$ cat src/rtl/pixel_capture_pkg.sv
// pixel_capture_pkg
//   Shared definitions for the pixel capture unit: input-format encodings,
//   FSM state encoding, default geometry and a saturating counter helper.
//   No ports (package).
package pixel_capture_pkg;

  localparam int DEF_WIDTH  = 176;
  localparam int DEF_HEIGHT = 144;
  localparam int DEF_ADDR_W = 15;
  localparam int DEF_CNT_W  = 8;

  // Width of the x/y pixel/line counters; wide enough that a runaway line
  // still compares unequal to WIDTH/HEIGHT instead of wrapping back onto it.
  localparam int XY_W = 16;

  typedef enum logic [1:0] {
    MODE_RGB565 = 2'd0,
    MODE_RGB555 = 2'd1,
    MODE_RGB444 = 2'd2,
    MODE_YUV    = 2'd3
  } mode_e;

  typedef enum logic [2:0] {
    ST_IDLE      = 3'd0,
    ST_WAIT_VS   = 3'd1,
    ST_WAIT_LINE = 3'd2,
    ST_LINE      = 3'd3,
    ST_END       = 3'd4
  } state_e;

  // Increment that sticks at all-ones.
  function automatic logic [XY_W-1:0] sat_inc(input logic [XY_W-1:0] v);
    logic [XY_W-1:0] r;
    if (v == {XY_W{1'b1}}) begin
      r = v;
    end else begin
      r = v + {{(XY_W-1){1'b0}}, 1'b1};
    end
    return r;
  endfunction

endpackage

$ cat src/rtl/pixel_capture_unit_pixel_format_converter.sv
// pixel_format_converter
//   Combinational conversion of one two-byte camera pixel to RGB332.
//   Ports:
//     b1     in  8  first byte of the pixel
//     b2     in  8  second byte of the pixel (unused in luma-only mode)
//     mode   in  2  input format (mode_e encoding)
//     rgb332 out 8  converted pixel {R[2:0], G[2:0], B[1:0]}
module pixel_format_converter
  import pixel_capture_pkg::*;
(
  input  logic [7:0] b1,
  input  logic [7:0] b2,
  input  logic [1:0] mode,
  output logic [7:0] rgb332
);

  // No format keeps information in the two lowest bits of the second byte.
  logic unused_b2_lsbs;
  assign unused_b2_lsbs = ^b2[1:0];

  // Keep the top bits of each colour component for the selected format.
  always_comb begin
    rgb332 = 8'h00;
    case (mode_e'(mode))
      MODE_RGB565: rgb332 = {b1[7:5], b1[2:0], b2[4:3]};
      MODE_RGB555: rgb332 = {b1[6:4], b1[1:0], b2[7], b2[4:3]};
      MODE_RGB444: rgb332 = {b1[3:1], b2[7:5], b2[3:2]};
      MODE_YUV:    rgb332 = {b1[7:5], b1[7:5], b1[7:6]};
      default:     rgb332 = 8'h00;
    endcase
  end

endmodule

$ cat src/rtl/pixel_capture_unit.sv
// pixel_capture_unit
//   Captures a VSYNC/HREF framed 8-bit camera stream (two bytes per pixel),
//   converts pixels to RGB332 and writes them linearly into a frame buffer.
//   Ports:
//     CLK, RESET_N           pixel clock, synchronous active-low reset
//     VSYNC, HREF, DATA      camera frame sync, line valid, byte bus
//     MODE                   input format, sampled at frame start
//     CONT, ARM              continuous capture / snapshot request pulse
//     W_ADDR, W_DATA, W_EN   frame-buffer write port (registered)
//     BUSY                   frame capture in progress
//     FRAME_DONE             one-cycle pulse per captured frame
//     FRAME_ERR              line/pixel count mismatch of the last frame
//     FRAME_COUNT            wrapping completed-frame counter
module pixel_capture_unit
  import pixel_capture_pkg::*;
#(
  parameter int WIDTH  = DEF_WIDTH,
  parameter int HEIGHT = DEF_HEIGHT,
  parameter int ADDR_W = DEF_ADDR_W,
  parameter int CNT_W  = DEF_CNT_W
) (
  input  logic              CLK,
  input  logic              RESET_N,
  input  logic              VSYNC,
  input  logic              HREF,
  input  logic [7:0]        DATA,
  input  logic [1:0]        MODE,
  input  logic              CONT,
  input  logic              ARM,
  output logic [ADDR_W-1:0] W_ADDR,
  output logic [7:0]        W_DATA,
  output logic              W_EN,
  output logic              BUSY,
  output logic              FRAME_DONE,
  output logic              FRAME_ERR,
  output logic [CNT_W-1:0]  FRAME_COUNT
);

  localparam logic [XY_W-1:0]   X_LIM    = XY_W'(WIDTH);
  localparam logic [XY_W-1:0]   Y_LIM    = XY_W'(HEIGHT);
  localparam logic [ADDR_W-1:0] ROW_STEP = ADDR_W'(WIDTH);

  state_e            state_q, state_d;
  logic              vsync_q, href_q;
  logic              arm_q, arm_d;
  logic              phase_q, phase_d;
  logic [7:0]        b1_q, b1_d;
  logic [1:0]        mode_q, mode_d;
  logic [XY_W-1:0]   x_q, x_d, y_q, y_d;
  logic [ADDR_W-1:0] row_base_q, row_base_d;
  logic [ADDR_W-1:0] w_addr_q, w_addr_d;
  logic [7:0]        w_data_q, w_data_d;
  logic              w_en_q, w_en_d;
  logic              busy_q, busy_d;
  logic              done_q, done_d;
  logic              err_q, err_d;
  logic [CNT_W-1:0]  count_q, count_d;
  logic [7:0]        pix_s;
  logic              vs_fall_s, vs_rise_s, href_rise_s, href_fall_s;

  assign vs_fall_s   = vsync_q & ~VSYNC;
  assign vs_rise_s   = VSYNC & ~vsync_q;
  assign href_rise_s = HREF & ~href_q;
  assign href_fall_s = href_q & ~HREF;

  pixel_format_converter u_conv (
    .b1     (b1_q),
    .b2     (DATA),
    .mode   (mode_q),
    .rgb332 (pix_s)
  );

  // Next-state, counters and write-port computation.
  always_comb begin
    state_d    = state_q;
    phase_d    = phase_q;
    b1_d       = b1_q;
    mode_d     = mode_q;
    x_d        = x_q;
    y_d        = y_q;
    row_base_d = row_base_q;
    w_addr_d   = w_addr_q;
    w_data_d   = w_data_q;
    w_en_d     = 1'b0;
    busy_d     = busy_q;
    done_d     = 1'b0;
    err_d      = err_q;
    count_d    = count_q;
    // The arm flag is consumed at frame start rather than at END, so an ARM
    // received while a frame is being captured survives into the next one.
    arm_d      = arm_q | (ARM & ~CONT);

    case (state_q)
      ST_IDLE: begin
        if (CONT || arm_q) begin
          state_d = ST_WAIT_VS;
        end else begin
          state_d = ST_IDLE;
        end
      end

      ST_WAIT_VS: begin
        if (vs_fall_s && (CONT || arm_q)) begin
          mode_d     = MODE;
          err_d      = 1'b0;
          x_d        = '0;
          y_d        = '0;
          row_base_d = '0;
          busy_d     = 1'b1;
          arm_d      = ARM & ~CONT;
          state_d    = ST_WAIT_LINE;
        end else if (!CONT && !arm_q) begin
          state_d = ST_IDLE;
        end else begin
          state_d = ST_WAIT_VS;
        end
      end

      ST_WAIT_LINE: begin
        if (vs_rise_s) begin
          state_d = ST_END;
        end else if (href_rise_s) begin
          // The byte present on the rising edge of HREF is already the first
          // byte of pixel 0, so it is stored here and LINE starts at phase 1.
          x_d     = '0;
          b1_d    = DATA;
          phase_d = 1'b1;
          state_d = ST_LINE;
        end else begin
          state_d = ST_WAIT_LINE;
        end
      end

      ST_LINE: begin
        if (vs_rise_s) begin
          err_d   = 1'b1;
          phase_d = 1'b0;
          state_d = ST_END;
        end else if (href_fall_s) begin
          if (x_q != X_LIM) begin
            err_d = 1'b1;
          end else begin
            err_d = err_q;
          end
          y_d        = sat_inc(y_q);
          row_base_d = row_base_q + ROW_STEP;
          phase_d    = 1'b0;
          state_d    = ST_WAIT_LINE;
        end else if (!phase_q) begin
          b1_d    = DATA;
          phase_d = 1'b1;
        end else begin
          phase_d = 1'b0;
          x_d     = sat_inc(x_q);
          if ((x_q < X_LIM) && (y_q < Y_LIM)) begin
            w_en_d   = 1'b1;
            w_addr_d = row_base_q + ADDR_W'(x_q);
            w_data_d = pix_s;
          end else begin
            err_d = 1'b1;
          end
        end
      end

      ST_END: begin
        done_d  = 1'b1;
        count_d = count_q + {{(CNT_W-1){1'b0}}, 1'b1};
        if (y_q != Y_LIM) begin
          err_d = 1'b1;
        end else begin
          err_d = err_q;
        end
        busy_d  = 1'b0;
        state_d = ST_IDLE;
      end

      default: begin
        state_d = ST_IDLE;
      end
    endcase
  end

  // State and output registers with synchronous active-low reset.
  always_ff @(posedge CLK) begin
    if (!RESET_N) begin
      state_q    <= ST_IDLE;
      vsync_q    <= 1'b0;
      href_q     <= 1'b0;
      arm_q      <= 1'b0;
      phase_q    <= 1'b0;
      b1_q       <= 8'h00;
      mode_q     <= 2'd0;
      x_q        <= '0;
      y_q        <= '0;
      row_base_q <= '0;
      w_addr_q   <= '0;
      w_data_q   <= 8'h00;
      w_en_q     <= 1'b0;
      busy_q     <= 1'b0;
      done_q     <= 1'b0;
      err_q      <= 1'b0;
      count_q    <= '0;
    end else begin
      state_q    <= state_d;
      vsync_q    <= VSYNC;
      href_q     <= HREF;
      arm_q      <= arm_d;
      phase_q    <= phase_d;
      b1_q       <= b1_d;
      mode_q     <= mode_d;
      x_q        <= x_d;
      y_q        <= y_d;
      row_base_q <= row_base_d;
      w_addr_q   <= w_addr_d;
      w_data_q   <= w_data_d;
      w_en_q     <= w_en_d;
      busy_q     <= busy_d;
      done_q     <= done_d;
      err_q      <= err_d;
      count_q    <= count_d;
    end
  end

  assign W_ADDR      = w_addr_q;
  assign W_DATA      = w_data_q;
  assign W_EN        = w_en_q;
  assign BUSY        = busy_q;
  assign FRAME_DONE  = done_q;
  assign FRAME_ERR   = err_q;
  assign FRAME_COUNT = count_q;

endmodule

$ cat config.mk
export PLATFORM = sky130hd
export DESIGN_NAME = pixel_capture_unit
export DESIGN_NICKNAME = d
export VERILOG_FILES = /design/src/rtl/pixel_capture_pkg.sv /design/src/rtl/pixel_capture_unit_pixel_format_converter.sv /design/src/rtl/pixel_capture_unit.sv
export SDC_FILE = /design/constraint.sdc
export NUM_CORES = 1
export LEC_CHECK = 0
export BUFFER_PORTS_ARGS = -buffer_cell sky130_fd_sc_hd__clkbuf_2
export CAP_MARGIN = 20
export CORE_ASPECT_RATIO = 1.25
export CORE_UTILIZATION = 49
export CTS_BUF_LIST = sky130_fd_sc_hd__clkbuf_16
export CTS_CLUSTER_SIZE = 8
export DETAILED_ROUTE_END_ITERATION = 16
export PLACE_DENSITY = 0.68
export SLEW_MARGIN = 20
export SYNTH_ARGS = -nofsm -noshare
export SYNTH_HDL_FRONTEND = slang
export SYNTH_SLANG_ARGS = --single-unit
$ cat constraint.sdc
create_clock -name CLK -period 2.2 [get_ports CLK]
set_input_delay 0.44 -clock CLK [delete_from_list [all_inputs] [get_ports CLK]]
set_output_delay 0.44 -clock CLK [all_outputs]
set_load 0.05 [all_outputs]
==> impl_metrics.xml <==
<?xml version="1.0" encoding="UTF-8"?>
<metrics>
  <group name="worst_setup_path">
    <metric name="cp.arrival" unit="ns">2.31</metric>
    <metric name="critical_path_class" unit="">reg -&gt; reg</metric>
    <metric name="worst_ep_required_time" unit="ns">2.48</metric>
    <metric name="crit_path_start_kind" unit="">flip-flop</metric>
    <metric name="timing.critical_path.fanout_max" unit="">7</metric>
    <metric name="timing.rr.start" unit="">x_q[10]</metric>
    <metric name="setup.worst_path.end_class" unit="">flip-flop</metric>
    <metric name="timing.critical_path.from" unit="">x_q[10]</metric>
  </group>
  <group name="layout">
    <metric name="num-nets-final" unit="">690</metric>
    <metric name="postLayoutCellArea" unit="um^2">6000</metric>
    <metric name="area_growth_syn_to_layout" unit="%">19.0</metric>
    <metric name="antennaDiodeCount" unit="">0</metric>
    <metric name="final.fill_count" unit="">903</metric>
    <metric name="drive_gt1_frac" unit="">0.207</metric>
  </group>
  <group name="die">
    <metric name="design.core.area" unit="um^2">10100</metric>
    <metric name="ios" unit="">51</metric>
    <metric name="design.die.area" unit="um^2">10700</metric>
    <metric name="std_cell_rows" unit="">41</metric>
    <metric name="fp.dieW" unit="um">92.8</metric>
    <metric name="die_h" unit="um">115</metric>
    <metric name="initial_util" unit="">0.502</metric>
  </group>
  <group name="clock_tree">
    <metric name="clkTransAtPathRegs" unit="ns">0.07</metric>
    <metric name="htree_levels" unit="">3</metric>
    <metric name="cts_hold_buffers" unit="">0</metric>
    <metric name="ctsRootBufferMaster" unit="">clkbuf_16</metric>
    <metric name="tritoncts_buffer_count" unit="">9</metric>
    <metric name="cts.sink_count" unit="">95</metric>
    <metric name="clock_tree.buffer_depth" unit="">2</metric>
    <metric name="worst_skew_pair.late_latency" unit="ns">0.35</metric>
    <metric name="cts_tree" unit="">yes</metric>
  </group>
  <group name="timing">
    <metric name="tightest_slew" unit="ns">0.666</metric>
    <metric name="max_clock_freq" unit="MHz">491</metric>
    <metric name="fin_crit" unit="ns">2.04</metric>
    <metric name="slew_headroom" unit="">0.555</metric>
    <metric name="finalSetupViolations" unit="">0</metric>
    <metric name="final.setup_skew" unit="ns">0.00668</metric>
    <metric name="tns" unit="ns">0</metric>
    <metric name="timing.final.max_slew_violations" unit="">0</metric>
    <metric name="report.final.hold_viol_count" unit="">0</metric>
    <metric name="final.period_utilization" unit="">0.925</metric>
  </group>
  <group name="synthesis">
    <metric name="synth_largest_type_area_fraction" unit="">0.377</metric>
    <metric name="synth_enable_flop_cells" unit="">0</metric>
    <metric name="ys.flop_type" unit="">dfxtp_1</metric>
    <metric name="ys_top_cells_by_area" unit="">dfxtp_1 (38%), xnor2_1 (5.0%), nand2_1 (4.6%)</metric>
    <metric name="synth-seq-cells" unit="">95</metric>
    <metric name="asyncSetResetFlopFracSynth" unit="">0</metric>
    <metric name="synthMostInstantiatedCell" unit="">dfxtp_1</metric>
    <metric name="ys.warnings.count" unit="">0</metric>
    <metric name="synth_sequential_area_ratio" unit="">0.377</metric>
    <metric name="avgSynthCellArea" unit="um^2">8.71</metric>
    <metric name="yosys-top-cells-count" unit="">dfxtp_1 (95), nand2_1 (62), nor2_1 (60)</metric>
    <metric name="synth.largest_area_cell" unit="">dfxtp_1</metric>
    <metric name="synth_cell_type_count" unit="">67</metric>
    <metric name="synth_cells" unit="">579</metric>
    <metric name="post_synth_instance_area" unit="um^2">5040</metric>
    <metric name="synthesis.nets" unit="">612</metric>
  </group>
  <group name="global_routing">
    <metric name="grt_start_max_net_pins" unit="">53</metric>
    <metric name="grt_pass1_vias" unit="">4125</metric>
    <metric name="grt_first_pass_wirelength" unit="um">19700</metric>
    <metric name="grt-ovfl-total" unit="">0</metric>
    <metric name="globalRouteTotalUtil" unit="">0.232</metric>
    <metric name="grt_antenna_before_repair" unit="">0</metric>
  </group>
  <group name="routing">
    <metric name="drt_first_pass_iters" unit="">5</metric>
    <metric name="drc" unit="">0</metric>
    <metric name="vias" unit="">4423</metric>
    <metric name="via_per_inst" unit="">5.59</metric>
    <metric name="routed.top_layer" unit="">met4</metric>
    <metric name="detailed_routed_wire_length_on_met3" unit="um">501</metric>
    <metric name="route.detailed.wl_per_inst" unit="um">15.0</metric>
    <metric name="detail_route.wirelength.met1" unit="um">5260</metric>
    <metric name="postRouteWirelength" unit="um">11900</metric>
    <metric name="route.antenna.remaining_nets" unit="">0</metric>
    <metric name="dr.first_iter.drc_count" unit="">259</metric>
    <metric name="met2_length" unit="um">5900</metric>
  </group>
  <group name="flow_run">
    <metric name="cap_violations" unit="">0</metric>
  </group>
  <group name="power">
    <metric name="total_leakage_power" unit="nW">2.40</metric>
    <metric name="cellPowerDensity" unit="nW/um^2">581</metric>
    <metric name="vdd_drop_max" unit="V">0.000360</metric>
  </group>
  <group name="hold_path">
    <metric name="worstHoldPathType" unit="">in -&gt; reg</metric>
    <metric name="min_from" unit="">HREF</metric>
  </group>
  <group name="place">
    <metric name="detailed_place.area" unit="um^2">5660</metric>
    <metric name="dpl.hpwl" unit="um">8800</metric>
    <metric name="globalplace.congestion" unit="">0.852</metric>
    <metric name="io_buffer_count" unit="">50</metric>
  </group>
  <group name="outcome">
    <metric name="run_status" unit="">completed</metric>
  </group>
</metrics>
==> metrics by stage <==
step                utilization  hold WS, ns  setup WS [ns]  total power (W)  cells
finish                    0.597        0.333          0.164          0.00349    791
global route              0.597        0.345       -0.00414          0.00361    791
global placement          0.563        0.450          0.103          0.00191    772
CTS                       0.593        0.326         0.0278          0.00352    788
detailed placement        0.563        0.455         0.0355          0.00191    772
floorplan                     -        0.455          0.209          0.00186    579
==> cells by family after synthesis <==
family | count (synthesis) | synth area share
AO/OA/AOI/OAI | 100 | 0.142
XOR/XNOR | 48 | 0.0833
adder cells (fa/ha/maj) | 17 | 0.0422
buffers and inverters | 37 | 0.0312
flip-flops | 95 | 0.377
multiplexers | 16 | 0.0370
other | 1 | 0.000743
AND/OR/NAND/NOR | 265 | 0.287
==> area by class of cell <==
cell class,count,area (um^2),share of cell area
Multi-Input combinational cell,447,3000,0.500
Inverter,12,45.0,0.00750
Clock buffer,9,225,0.0375
Tap cell,129,161,0.0269
Clock inverter,7,78.8,0.0131
Sequential cell,95,1900,0.317
Timing Repair Buffer,92,591,0.0984
==> critical path, cell delays in order (launching register included) <==
cell	delay (ns)
dfxtp_1	0.53
ha_1	0.36
a21oi_1	0.26
o211ai_1	0.17
a41oi_1	0.26
xnor2_1	0.16
nand2_1	0.08
a21boi_0	0.15
==> sequential cells by signal (all words and copies together) (netlist names) <==
register     cells
arm_q            1
W_EN             1
BUSY             1
FRAME_COUNT      8
W_DATA           8
x_q             16
row_base_q      11
b1_q             8
FRAME_DONE       1
state_q          3
mode_q           2
href_q           1
phase_q          1
vsync_q          1
W_ADDR          15
y_q             16
FRAME_ERR        1
==> power breakdown <==
group / internal, W / switching, W
clock network: 0.000898 / 0.000716
registers: 0.00173 / 0.0000109
logic: 0.0000571 / 0.0000772
total: 0.00268 / 0.000804
==> final timing paths <==
check             slack (ns)    endpoint  depth (start not counted)
setup / recovery        0.16  W_ADDR[13]                          7
hold / removal          0.33      href_q                          2
setup reg to reg        0.16  W_ADDR[13]                          7
hold reg to reg         0.46   W_ADDR[3]                          2
==> what timing repair did <==
action                                  in CTS  in global routing
setup buffers                                0                  3
gates resized for setup                      0                  4
endpoints found under the setup margin       0                  2
endpoints found under the hold margin        0                  0
==> placed cells by master (no fill, tap or decap), types with 15 or more instances in the layout <==
master	count
a21oi_1	16
and2_1	15
buf_4	40
clkbuf_2	50
dfxtp_1	94
ha_1	17
nand2_1	62
nand3_1	20
nand4_1	15
nor2_1	60
nor2b_1	17
o21ai_0	18
xnor2_1	29
xor2_1	19
==> routing by layer <==
metal,vias up,global-route usage
met3,23,0.0433
met2,101,0.405
li1,2219,-
met4,0,0.0738
met1,2080,0.289
met5,-,0
Note: power is estimated with default switching activity, not from simulation.
